==> config.mk <==
export PLATFORM = sky130hd
export DESIGN_NAME = key_ctrl
export DESIGN_NICKNAME = d
export VERILOG_FILES = /design/src/rtl/key_ctrl_pkg.sv /design/src/rtl/key_ctrl_debounce.sv /design/src/rtl/key_ctrl.sv
export SDC_FILE = /design/constraint.sdc
export NUM_CORES = 1
export LEC_CHECK = 0
export ABC_AREA = 1
export BUFFER_PORTS_ARGS = -buffer_cell sky130_fd_sc_hd__clkbuf_2
export CORE_MARGIN = 2
export CORE_UTILIZATION = 59
export CTS_BUF_LIST = sky130_fd_sc_hd__clkbuf_4 sky130_fd_sc_hd__clkbuf_8 sky130_fd_sc_hd__clkbuf_16
export CTS_CLUSTER_SIZE = 20
export DETAILED_ROUTE_END_ITERATION = 12
export PLACE_DENSITY = 0.85
export RECOVER_POWER = 100
export SLEW_MARGIN = 30
export SYNTH_ARGS = -nofsm -noshare
export SYNTH_HDL_FRONTEND = slang
export SYNTH_SLANG_ARGS = --single-unit
export TNS_END_PERCENT = 1
==> constraint.sdc <==
create_clock -name clk -period 5.9 [get_ports clk]
set_input_delay 0 -clock clk [delete_from_list [all_inputs] [get_ports clk]]
set_output_delay 0 -clock clk [all_outputs]
set_load 0.01 [all_outputs]
==> src/rtl/key_ctrl_pkg.sv <==
// Shared constants for the push-button controller: register map, CTRL bits, defaults.
package key_ctrl_pkg;

    localparam int unsigned ADDR_W = 2;
    localparam int unsigned DATA_W = 32;

    // Register word addresses (byte address bits [3:2])
    localparam logic [ADDR_W-1:0] KEY_STATE = 2'd0;
    localparam logic [ADDR_W-1:0] KEY_PEND  = 2'd1;
    localparam logic [ADDR_W-1:0] KEY_MASK  = 2'd2;
    localparam logic [ADDR_W-1:0] KEY_CTRL  = 2'd3;

    // CTRL register bit positions
    localparam int unsigned CTRL_EN_BIT = 0;

    // Default parameter values
    localparam int unsigned N_KEYS_DEF      = 8;
    localparam int unsigned TICK_DIV_DEF    = 50000;
    localparam int unsigned DEB_SAMPLES_DEF = 4;

endpackage

==> src/rtl/key_ctrl_debounce.sv <==
// Single-key synchroniser and tick-sampled debouncer; flags a press on an accepted 0->1.
module key_debounce
    import key_ctrl_pkg::*;
#(
    parameter int unsigned DEB_SAMPLES = DEB_SAMPLES_DEF
) (
    input  logic clk,
    input  logic reset,
    input  logic key_n_i,
    input  logic tick_i,
    input  logic en_i,
    output logic state_o,
    output logic press_c
);

    localparam int unsigned CNT_W = (DEB_SAMPLES > 1) ? $clog2(DEB_SAMPLES) : 1;

    logic             sync1_q;
    logic             sync2_q;
    logic             sync_c;
    logic             state_q;
    logic             state_d;
    logic [CNT_W-1:0] cnt_q;
    logic [CNT_W-1:0] cnt_d;
    logic             accept_c;

    // Two-flop synchroniser; resets to the released level so no phantom press follows reset
    always_ff @(posedge clk or posedge reset) begin
        if (reset) begin
            sync1_q <= 1'b1;
            sync2_q <= 1'b1;
        end else begin
            sync1_q <= key_n_i;
            sync2_q <= sync1_q;
        end
    end

    assign sync_c = ~sync2_q;

    // Count consecutive differing samples; accept the new level after DEB_SAMPLES of them
    always_comb begin
        state_d  = state_q;
        cnt_d    = cnt_q;
        accept_c = 1'b0;
        if (tick_i && en_i) begin
            if (sync_c == state_q) begin
                cnt_d = '0;
            end else if (32'(cnt_q) + 32'd1 == 32'(DEB_SAMPLES)) begin
                accept_c = 1'b1;
                state_d  = sync_c;
                cnt_d    = '0;
            end else begin
                cnt_d = cnt_q + CNT_W'(1);
            end
        end
    end

    // Debounce state and counter registers
    always_ff @(posedge clk or posedge reset) begin
        if (reset) begin
            state_q <= 1'b0;
            cnt_q   <= '0;
        end else begin
            state_q <= state_d;
            cnt_q   <= cnt_d;
        end
    end

    assign state_o = state_q;
    assign press_c = accept_c & sync_c;

endmodule

==> src/rtl/key_ctrl.sv <==
// Push-button controller: shared sample tick, per-key debouncers, pending/mask registers, irq.
module key_ctrl
    import key_ctrl_pkg::*;
#(
    parameter int unsigned N_KEYS      = N_KEYS_DEF,
    parameter int unsigned TICK_DIV    = TICK_DIV_DEF,
    parameter int unsigned DEB_SAMPLES = DEB_SAMPLES_DEF
) (
    input  logic              clk,
    input  logic              reset,
    input  logic [N_KEYS-1:0] key_in,
    input  logic [ADDR_W-1:0] addr,
    input  logic              we,
    input  logic [DATA_W-1:0] wdata,
    output logic [DATA_W-1:0] rdata,
    output logic              irq
);

    localparam int unsigned TICK_W = $clog2(TICK_DIV);

    logic [TICK_W-1:0] tick_cnt_q;
    logic [TICK_W-1:0] tick_cnt_d;
    logic              tick_c;
    logic [N_KEYS-1:0] key_state;
    logic [N_KEYS-1:0] key_press_c;
    logic [N_KEYS-1:0] pend_q;
    logic [N_KEYS-1:0] pend_d;
    logic [N_KEYS-1:0] mask_q;
    logic [N_KEYS-1:0] mask_d;
    logic              en_q;
    logic              en_d;
    logic              irq_q;
    logic              irq_d;
    logic [DATA_W-1:0] rdata_c;
    logic              unused_wdata_c;

    assign tick_c = en_q && (tick_cnt_q == TICK_W'(TICK_DIV - 1));

    // Free-running sample divider, held while EN is low
    always_comb begin
        tick_cnt_d = tick_cnt_q;
        if (en_q) begin
            tick_cnt_d = tick_c ? '0 : tick_cnt_q + TICK_W'(1);
        end
    end

    // One debouncer per key
    for (genvar k = 0; k < N_KEYS; k++) begin : g_key
        key_debounce #(
            .DEB_SAMPLES(DEB_SAMPLES)
        ) u_deb (
            .clk    (clk),
            .reset  (reset),
            .key_n_i(key_in[k]),
            .tick_i (tick_c),
            .en_i   (en_q),
            .state_o(key_state[k]),
            .press_c(key_press_c[k])
        );
    end

    // Register writes; a press landing with a W1C of the same bit keeps the bit set
    always_comb begin
        pend_d = pend_q;
        mask_d = mask_q;
        en_d   = en_q;
        if (we && (addr == KEY_PEND)) begin
            pend_d = pend_q & ~wdata[N_KEYS-1:0];
        end
        pend_d = pend_d | key_press_c;
        if (we && (addr == KEY_MASK)) begin
            mask_d = wdata[N_KEYS-1:0];
        end
        if (we && (addr == KEY_CTRL)) begin
            en_d = wdata[CTRL_EN_BIT];
        end
        irq_d = |(pend_d & mask_d);
    end

    // Control/status registers; irq registered from next-state so it tracks pend with no lag
    always_ff @(posedge clk or posedge reset) begin
        if (reset) begin
            tick_cnt_q <= '0;
            pend_q     <= '0;
            mask_q     <= '0;
            en_q       <= 1'b1;
            irq_q      <= 1'b0;
        end else begin
            tick_cnt_q <= tick_cnt_d;
            pend_q     <= pend_d;
            mask_q     <= mask_d;
            en_q       <= en_d;
            irq_q      <= irq_d;
        end
    end

    // Read mux, zero-extended
    always_comb begin
        rdata_c = '0;
        case (addr)
            KEY_STATE: rdata_c = DATA_W'(key_state);
            KEY_PEND:  rdata_c = DATA_W'(pend_q);
            KEY_MASK:  rdata_c = DATA_W'(mask_q);
            KEY_CTRL:  rdata_c[CTRL_EN_BIT] = en_q;
            default:   rdata_c = '0;
        endcase
    end

    assign unused_wdata_c = ^wdata;
    assign rdata          = rdata_c;
    assign irq            = irq_q;

endmodule

==> summary.md, run 1 <==
| Metric | Value |
|---|---|
| CP Cell Sequence | nand3_1, nor2_1, nand3_1, clkbuf_1, nor3_1, o21ai_0 |
| Top FF cell, synth | dfrtp_1 |
| Unrepaired setup endpoints after global routing | no |
| Async set-or-reset flop fraction in the synthesized netlist | 100% |
| Net switching share of the total power | 24.6% |
| Inserted Diodes | 0 |
| Largest stage delay on the critical path | 0.80 ns |
| Via Count | 3075 |
| First-pass GRT wire length | 13400 µm |
| Minimum clock period | 2.61 ns |
| Total power | 1.25 mW |
| Reg clk slew, reported paths | 0.08 ns |
| Final hold vios | 0 |
| Clk buf depth | 2 |
| Dpl cells | 550 |
| Pin count of the biggest net entering global routing | 75 |
| Maximum capacitance violations | 0 |
| Syn Area/Cell | 8.40 µm² |
| CTS root buf | clkbuf_8 |
| Worst Skew | 0.0132 ns |
| Die area | 7050 µm² |
| Layout overhead on the synthesized area | 13.8% |
| Post_cts resized | 0 |
| Post-DP HPWL | 5040 µm |
| Die H | 84.0 µm |
| Vias in the first global route | 2977 |
| Worst slew pin tran | 1.31 ns |
| CTS tree | built |
| Starting Density | 60.1% |
| Synth warn | 0 |
| F_max | 0.384 GHz |
| Max Slew Vio Count | 0 |
| Reg power frac | 46.6% |
| CTS H-tree depth | 3 |
| Power per cell area | 291 nW/µm² |
| Post-route antenna net violation count | 0 |
| Drt drc | 0 |
| VDD IR max | 0.180 mV |
| Sum Neg Setup Slack | 0 ns |
| Port Buffers | 29 |
| Via/cell ratio | 5.27 |
| Slowest cell on the critical path | dfstp_1 |
| GPL Wtd Cong | 0.895 |
| Min-delay worst type | input pin to flop |
| Non-filler cells in the finished layout | 584 |
| Post-synthesis sequential area ratio | 49.6% |
| P_int | 941 µW |
| Post-synth EDFFs | 0 |
| CP endpoint kind | flop |
| Total gr overflow | 0 |
| Arrival time at the worst endpoint | 2.83 ns |
| CTS buffer count | 9 |
| Crit Path Category | flop to flop |
| Status | complete, no violations |
| Fin crit share | 44.2% |
| Initial antenna violation count | 0 |
| Util after Layout | 68.4% |
| WL/cell | 13.5 µm |
| Drt first pass iters | 5 |
| DRT Wirelength | 7890 µm |
| Final setup violation count | 0 |
| Max_slew headroom | 12.6% |
| Core Area | 6280 µm² |
| Rows | 29 |
| Num ports | 78 |
| Post-synthesis cell count | 449 |
| Sink Count | 74 |
| Combinational Power Share | 11.4% |
| Nets@finish | 556 |
| Netlist cell types | 31 |
| Worst-Skew Late Latency | 0.36 ns |
| Drt initial violations | 264 |
| Synth Cell Area | 3770 µm² |
| Sw power | 308 µW |
| Gr usage total | 24.2% |
| CP Max Fanout | 27 |
| Yosys reg bits | 74 |
| DIE WIDTH | 84.0 µm |
| Critical path's most frequent cell | nand3_1 |
| CP Data Required Time | 6.12 ns |
| Clk pwr share | 41.9% |
| Layout cell share with drive strength beyond 1 | 14.6% |
| Leak | 2.24 nW |
| Startpoint Class | flop |
## cells in the mapped netlist, types with 10 or more instances
library cell	n	area [µm²]
buf_4	25	188
dfrtp_1	57	1430
dfstp_2	17	447
inv_1	56	210
inv_2	10	37.5
nand2_1	102	383
nand3_1	25	125
nand4_1	14	87.6
nor2_1	30	113
nor3_1	19	95.1
o21ai_1	26	130
## repair_timing
action                    in CTS  in global routing
setup buffers                  0                  0
hold buffers                  18                  0
hold endpoints to repair      76                  0
## cells in the final DEF, fill, tap and decap left out, types with 3 or more instances in the layout
cell type and count:
dfstp_2 16, bufinv_16 4, inv_2 7, nand3_1 25
inv_1 58, dfrtp_1 57, o21ai_0 31, nand4_1 14
nand2_2 8, o21ai_1 7, dlygate4sd3_1 18, ha_1 9
a21oi_1 8, nor2_1 32, clkbuf_8 10, clkbuf_2 19
conb_1 24, o21ai_2 4, mux2i_1 6, clkbuf_1 11
xor2_1 3, nor3_1 20, nand2_1 104
## metrics by stage
step | setup slack, ns | cell area (µm²) | hold slack, ns
final | 3.29 | 4300 | 0.156
after global routing | 3.01 | 4300 | 0.176
after CTS | 3.92 | 4350 | 0.130
after detailed placement | 3.94 | 3900 | 0.0888
after global placement | 3.94 | 3900 | 0.0871
after floorplan | 4.05 | 3860 | 0.00448
## kinds of logic after synthesis
logic type | Yosys count | share of synthesized area, %
compound gates | 52 | 7.73
xor+xnor | 3 | 0.696
fa+ha+maj | 9 | 2.98
buf+inv | 96 | 12.3
flops | 74 | 49.6
mux | 6 | 1.59
other cells | 1 | 0.0994
simple gates | 208 | 24.9
## layer usage
layer | GRT usage, % | vias to the layer above | routed length [µm]
met4 | 11.3 | 0 | 148
met2 | 38.9 | 145 | 3820
li1 | - | 1499 | -
met5 | 0 | - | 0
met1 | 31.0 | 1414 | 3330
met3 | 5.84 | 17 | 592
## area by class of cell
cell class	instances	area, µm²
Fill cell	489	1980
Timing Repair Buffer	49	328
Multi-Input combinational cell	302	1480
Clock inverter	5	125
Tap cell	77	96.3
Inverter	66	248
Sequential cell	74	1870
Clock buffer	11	145
## critical path: cells and delay by family (launching register included)
family / cells / cell delay [ns]
buffers and inverters: 1 / 0.58
AND/OR/NAND/NOR: 4 / 0.98
AO/OA/AOI/OAI: 1 / 0.11
flip-flops: 1 / 0.80
## registers in the layout (all words and copies together) (netlist names)
| signal | count |
|---|---|
| tick_cnt_q | 16 |
| pend_q | 8 |
| mask_q | 8 |
| g_key.u_deb.cnt_q | 16 |
| en_q | 1 |
| g_key.u_deb.sync1_q | 8 |
| irq | 1 |
| g_key.u_deb.sync2_q | 8 |
| g_key.u_deb.state_o | 8 |
## path summary, 6_finish.rpt
| path | start | to | slack, ns | depth (start not counted) |
|---|---|---|---|---|
| min | we | pend_q[3] | 0.16 | 4 |
| max in group asynchronous | reset | pend_q[6] | 5.10 | 4 |
| max | en_q | g_key[0].u_deb.state_o | 3.29 | 6 |
| min in group asynchronous | reset | mask_q[1] | 0.36 | 4 |
| min reg2reg | g_key[7].u_deb.sync1_q | g_key[7].u_deb.sync2_q | 0.36 | 0 |
| max reg2reg | en_q | g_key[0].u_deb.state_o | 3.29 | 6 |
## power by group through the flow
stage | logic [mW] | registers, mW | clock network (mW)
finish | 0.143 | 0.582 | 0.524
global route | 0.164 | 0.587 | 0.552
CTS | 0.148 | 0.582 | 0.529
detailed placement | 0.135 | 0.591 | 0
global placement | 0.130 | 0.589 | 0
floorplan | 0.116 | 0.583 | 0
(Power assumes the default switching activity.)
==> inputs of run 2 (changes only) <==
- ABC_AREA: 1 -> 0
- CORE_UTILIZATION: 59 -> 49
- PLACE_DENSITY: 0.85 -> 0.76
- clock period: 5.9 -> 2.2 ns (I/O delays scaled with it)
==> summary.md, run 2 <==
| Metric | Value |
|---|---|
| Post-synthesis cell count | 372 (was 449) |
| Inserted Diodes | 0 (unchanged) |
| Min-delay worst type | input pin to flop (unchanged) |
| Hold_ws | 0.0445 ns (was 0.156 ns) |
| Die H | 91.0 µm (was 84.0 µm) |
| Worst Skew | 0.0104 ns (was 0.0132 ns) |
| Final hold vios | 0 (unchanged) |
| GPL Wtd Cong | 0.827 (was 0.895) |
| Startpoint Class | flop (unchanged) |
| DP Area | 3910 µm² (was 3900 µm²) |
| CTS H-tree depth | 3 (unchanged) |
| Post-synth EDFFs | 0 (unchanged) |
| Failing checks | max-capacitance violations, max-slew violations |
| Delay-heaviest family, CP | simple AND/OR/NAND/NOR gates (unchanged) |
| Worst-Skew Late Latency | 0.35 ns (was 0.36 ns) |
| Starting Density | 50.8% (was 60.1%) |
| Post-synthesis sequential area ratio | 50.6% (was 49.6%) |
| Core Area | 7290 µm² (was 6280 µm²) |
| Largest cells by area after synthesis | dfrtp_1 39%, dfstp_2 12%, nand2_1 7.9% (was dfrtp_1 38%, dfstp_2 12%, nand2_1 10%) |
| VDD IR max | 0.451 mV (was 0.180 mV) |
| Most frequent cells in the layout | 78 x nand2_1, 57 x dfrtp_1, 27 x o21ai_0 (was 104 x nand2_1, 58 x inv_1, 57 x dfrtp_1) |
| CP Max Fanout | 28 (was 27) |
| Power per cell area | 752 nW/µm² (was 291 nW/µm²) |
| Num ports | 78 (unchanged) |
| Post-route antenna net violation count | 0 (unchanged) |
| Port Buffers | 29 (unchanged) |
| CP Cell Sequence | or4b_1, or4_1, buf_12, nand3_1, o21ai_0 (was nand3_1, nor2_1, nand3_1, clkbuf_1, nor3_1, o21ai_0) |
| Layout cell share with drive strength beyond 1 | 15.9% (was 14.6%) |
| Pin count of the biggest net entering global routing | 75 (unchanged) |
| Crit Path Category | flop to flop (unchanged) |
| Synth area leader | dfrtp_1 (unchanged) |
| WL/cell | 13.9 µm (was 13.5 µm) |
| CTS buffer count | 9 (unchanged) |
| Max Slew Vio Count | 75 (was 0) |
| Status | finished, violations left (was complete, no violations) |
| Drt initial violations | 178 (was 264) |
| Synth Cell Area | 3700 µm² (was 3770 µm²) |
| Gr usage total | 18.8% (was 24.2%) |
| Crit path buf inv count | 1 (unchanged) |
| Rows | 31 (was 29) |
| Nets@finish | 476 (was 556) |
| Total power | 3.22 mW (was 1.25 mW) |
| Commonest non-fill, non-tap cell in the layout | nand2_1 (unchanged) |
| Slowest cell on the critical path | or4_1 (was dfstp_1) |
| Post_cts resized | 0 (unchanged) |
| Sum Neg Setup Slack | 0 ns (unchanged) |
| Reg clk slew, reported paths | 0.08 ns (about the same) |
| Worst slew pin tran | 1.61 ns (was 1.31 ns) |
| Yosys reg bits | 74 (unchanged) |
| CTS tree | built (unchanged) |
| Minimum clock period | 2.03 ns (was 2.61 ns) |
| Largest stage delay on the critical path | 0.58 ns (was 0.80 ns) |
| Netlist cell types | 41 (was 31) |
| Synth warn | 0 (unchanged) |
| Post-DP HPWL | 4950 µm (was 5040 µm) |
| Most numerous cell in the Yosys netlist | nand2_1 (unchanged) |
| Fin crit share | 92.1% (was 44.2%) |
| Final setup violation count | 0 (unchanged) |
| Dpl cells | 493 (was 550) |
| CTS root buf | clkbuf_8 (unchanged) |
| Top cells by count, synth | 78 x nand2_1, 57 x dfrtp_1, 24 x buf_4, 24 x nor2_1 (was 102 x nand2_1, 57 x dfrtp_1, 56 x inv_1, 30 x nor2_1, 26 x o21ai_1) |
| Arrival time at the worst endpoint | 2.25 ns (was 2.83 ns) |
| Async set-or-reset flop fraction in the synthesized netlist | 100% (unchanged) |
| Die area | 8270 µm² (was 7050 µm²) |
| Syn Area/Cell | 9.96 µm² (was 8.40 µm²) |
| Vias in the first global route | 2678 (was 2977) |
| Top FF cell, synth | dfrtp_1 (unchanged) |
| Via Count | 2764 (was 3075) |
| Leak | 2.01 nW (was 2.24 nW) |
| Synth top area share | 38.5% (was 37.8%) |
| Largest registers | g_key.u_deb.cnt_q x16, tick_cnt_q x16 (unchanged) |
| First-pass GRT wire length | 12500 µm (was 13400 µm) |
| Unrepaired setup endpoints after global routing | no (unchanged) |
| Drt drc | 0 (unchanged) |
| Layout overhead on the synthesized area | 15.8% (was 13.8%) |
| Sink Count | 74 (unchanged) |
| Drt first pass iters | 4 (was 5) |
| F_max | 0.494 GHz (was 0.384 GHz) |
| DRT Wirelength | 7340 µm (was 7890 µm) |
| Non-filler cells in the finished layout | 526 (was 584) |
| Cell area after layout | 4290 µm² (was 4300 µm²) |
| CP endpoint kind | flop (unchanged) |
| Max_slew headroom | -7.23% (was 12.6%) |
| DIE WIDTH | 91.0 µm (was 84.0 µm) |
| Initial antenna violation count | 0 (unchanged) |
| Maximum capacitance violations | 1 (was 0) |
| Clk buf depth | 2 (unchanged) |
| CP Data Required Time | 2.43 ns (was 6.12 ns) |
| Via/cell ratio | 5.25 (was 5.27) |
| Total gr overflow | 0 (unchanged) |
-- run 2: layer usage --
layer | GRT usage, % | share of wire [%] | vias up
met5 | 0 | 0 | -
met4 | 8.84 | 2.0 | 0
met3 | 3.24 | 3.9 | 12
met2 | 30.7 | 49 | 67
met1 | 24.5 | 45 | 1351
li1 | - | - | 1334
-- run 2: through the flow --
| step | utilization [%] | setup WS [ns] |
|---|---|---|
| 5_1_grt | 58.8 | 0.0521 |
| 6_report | 58.8 | 0.175 |
| 2_1_floorplan | - | 0.233 |
| 3_5_place_dp | 53.6 | 0.131 |
| 4_1_cts | 59.4 | 0.144 |
| 3_3_place_gp | 53.6 | 0.215 |
-- run 2: where the power goes --
group | switching (mW) | internal [mW]
logic | 0.195 | 0.155
registers | 0.0947 | 1.48
clock network | 0.516 | 0.786
total | 0.806 | 2.42
-- run 2: timing repair --
item	4_1_cts	5_1_grt
hold buffers	17	0
hold endpoints to repair	82	0
setup buffers	0	0
-- run 2: worst register-to-register path: cells and delay by family (launching register included) --
family | cells | cell delay, ns
simple gates | 3 | 1.22
buf+inv | 1 | 0.20
flops | 1 | 0.41
compound gates | 1 | 0.08
-- run 2: path summary, 6_finish.rpt --
check,from,endpoint,slack [ns],depth (start not counted)
hold / removal,we,en_q,0.04,3
min in group asynchronous,reset,g_key[1].u_deb.cnt_q[0],0.72,4
hold reg to reg,g_key[5].u_deb.sync1_q,g_key[5].u_deb.sync2_q,0.35,0
max in group asynchronous,reset,g_key[1].u_deb.state_o,0.49,4
setup / recovery,tick_cnt_q[12],tick_cnt_q[1],0.17,5
setup reg to reg,tick_cnt_q[12],tick_cnt_q[1],0.17,5
-- run 2: area by class of cell --
class | instances | area (µm²)
multi-input combinational | 277 | 1650
tap | 99 | 124
clock buffer | 10 | 138
fill | 642 | 3000
inverter | 6 | 22.5
sequential | 74 | 1870
timing repair buffer | 54 | 368
clock inverter | 6 | 114
-- run 2: logic make-up (layout without fill, tap and decap cells) --
family                     Yosys count  after routing  synth area share, %
AOI/OAI and AO/OA                   47             47                 8.00
xor gates and xnor gates            22             22                 5.20
DFF                                 74             74                 50.6
and+or+nand+nor                    159            159                 21.0
adders and majority gates            9              9                 3.04
muxes                               16             16                 4.90
other                                1             24                0.101
buffers and inverters               44             76                 7.23
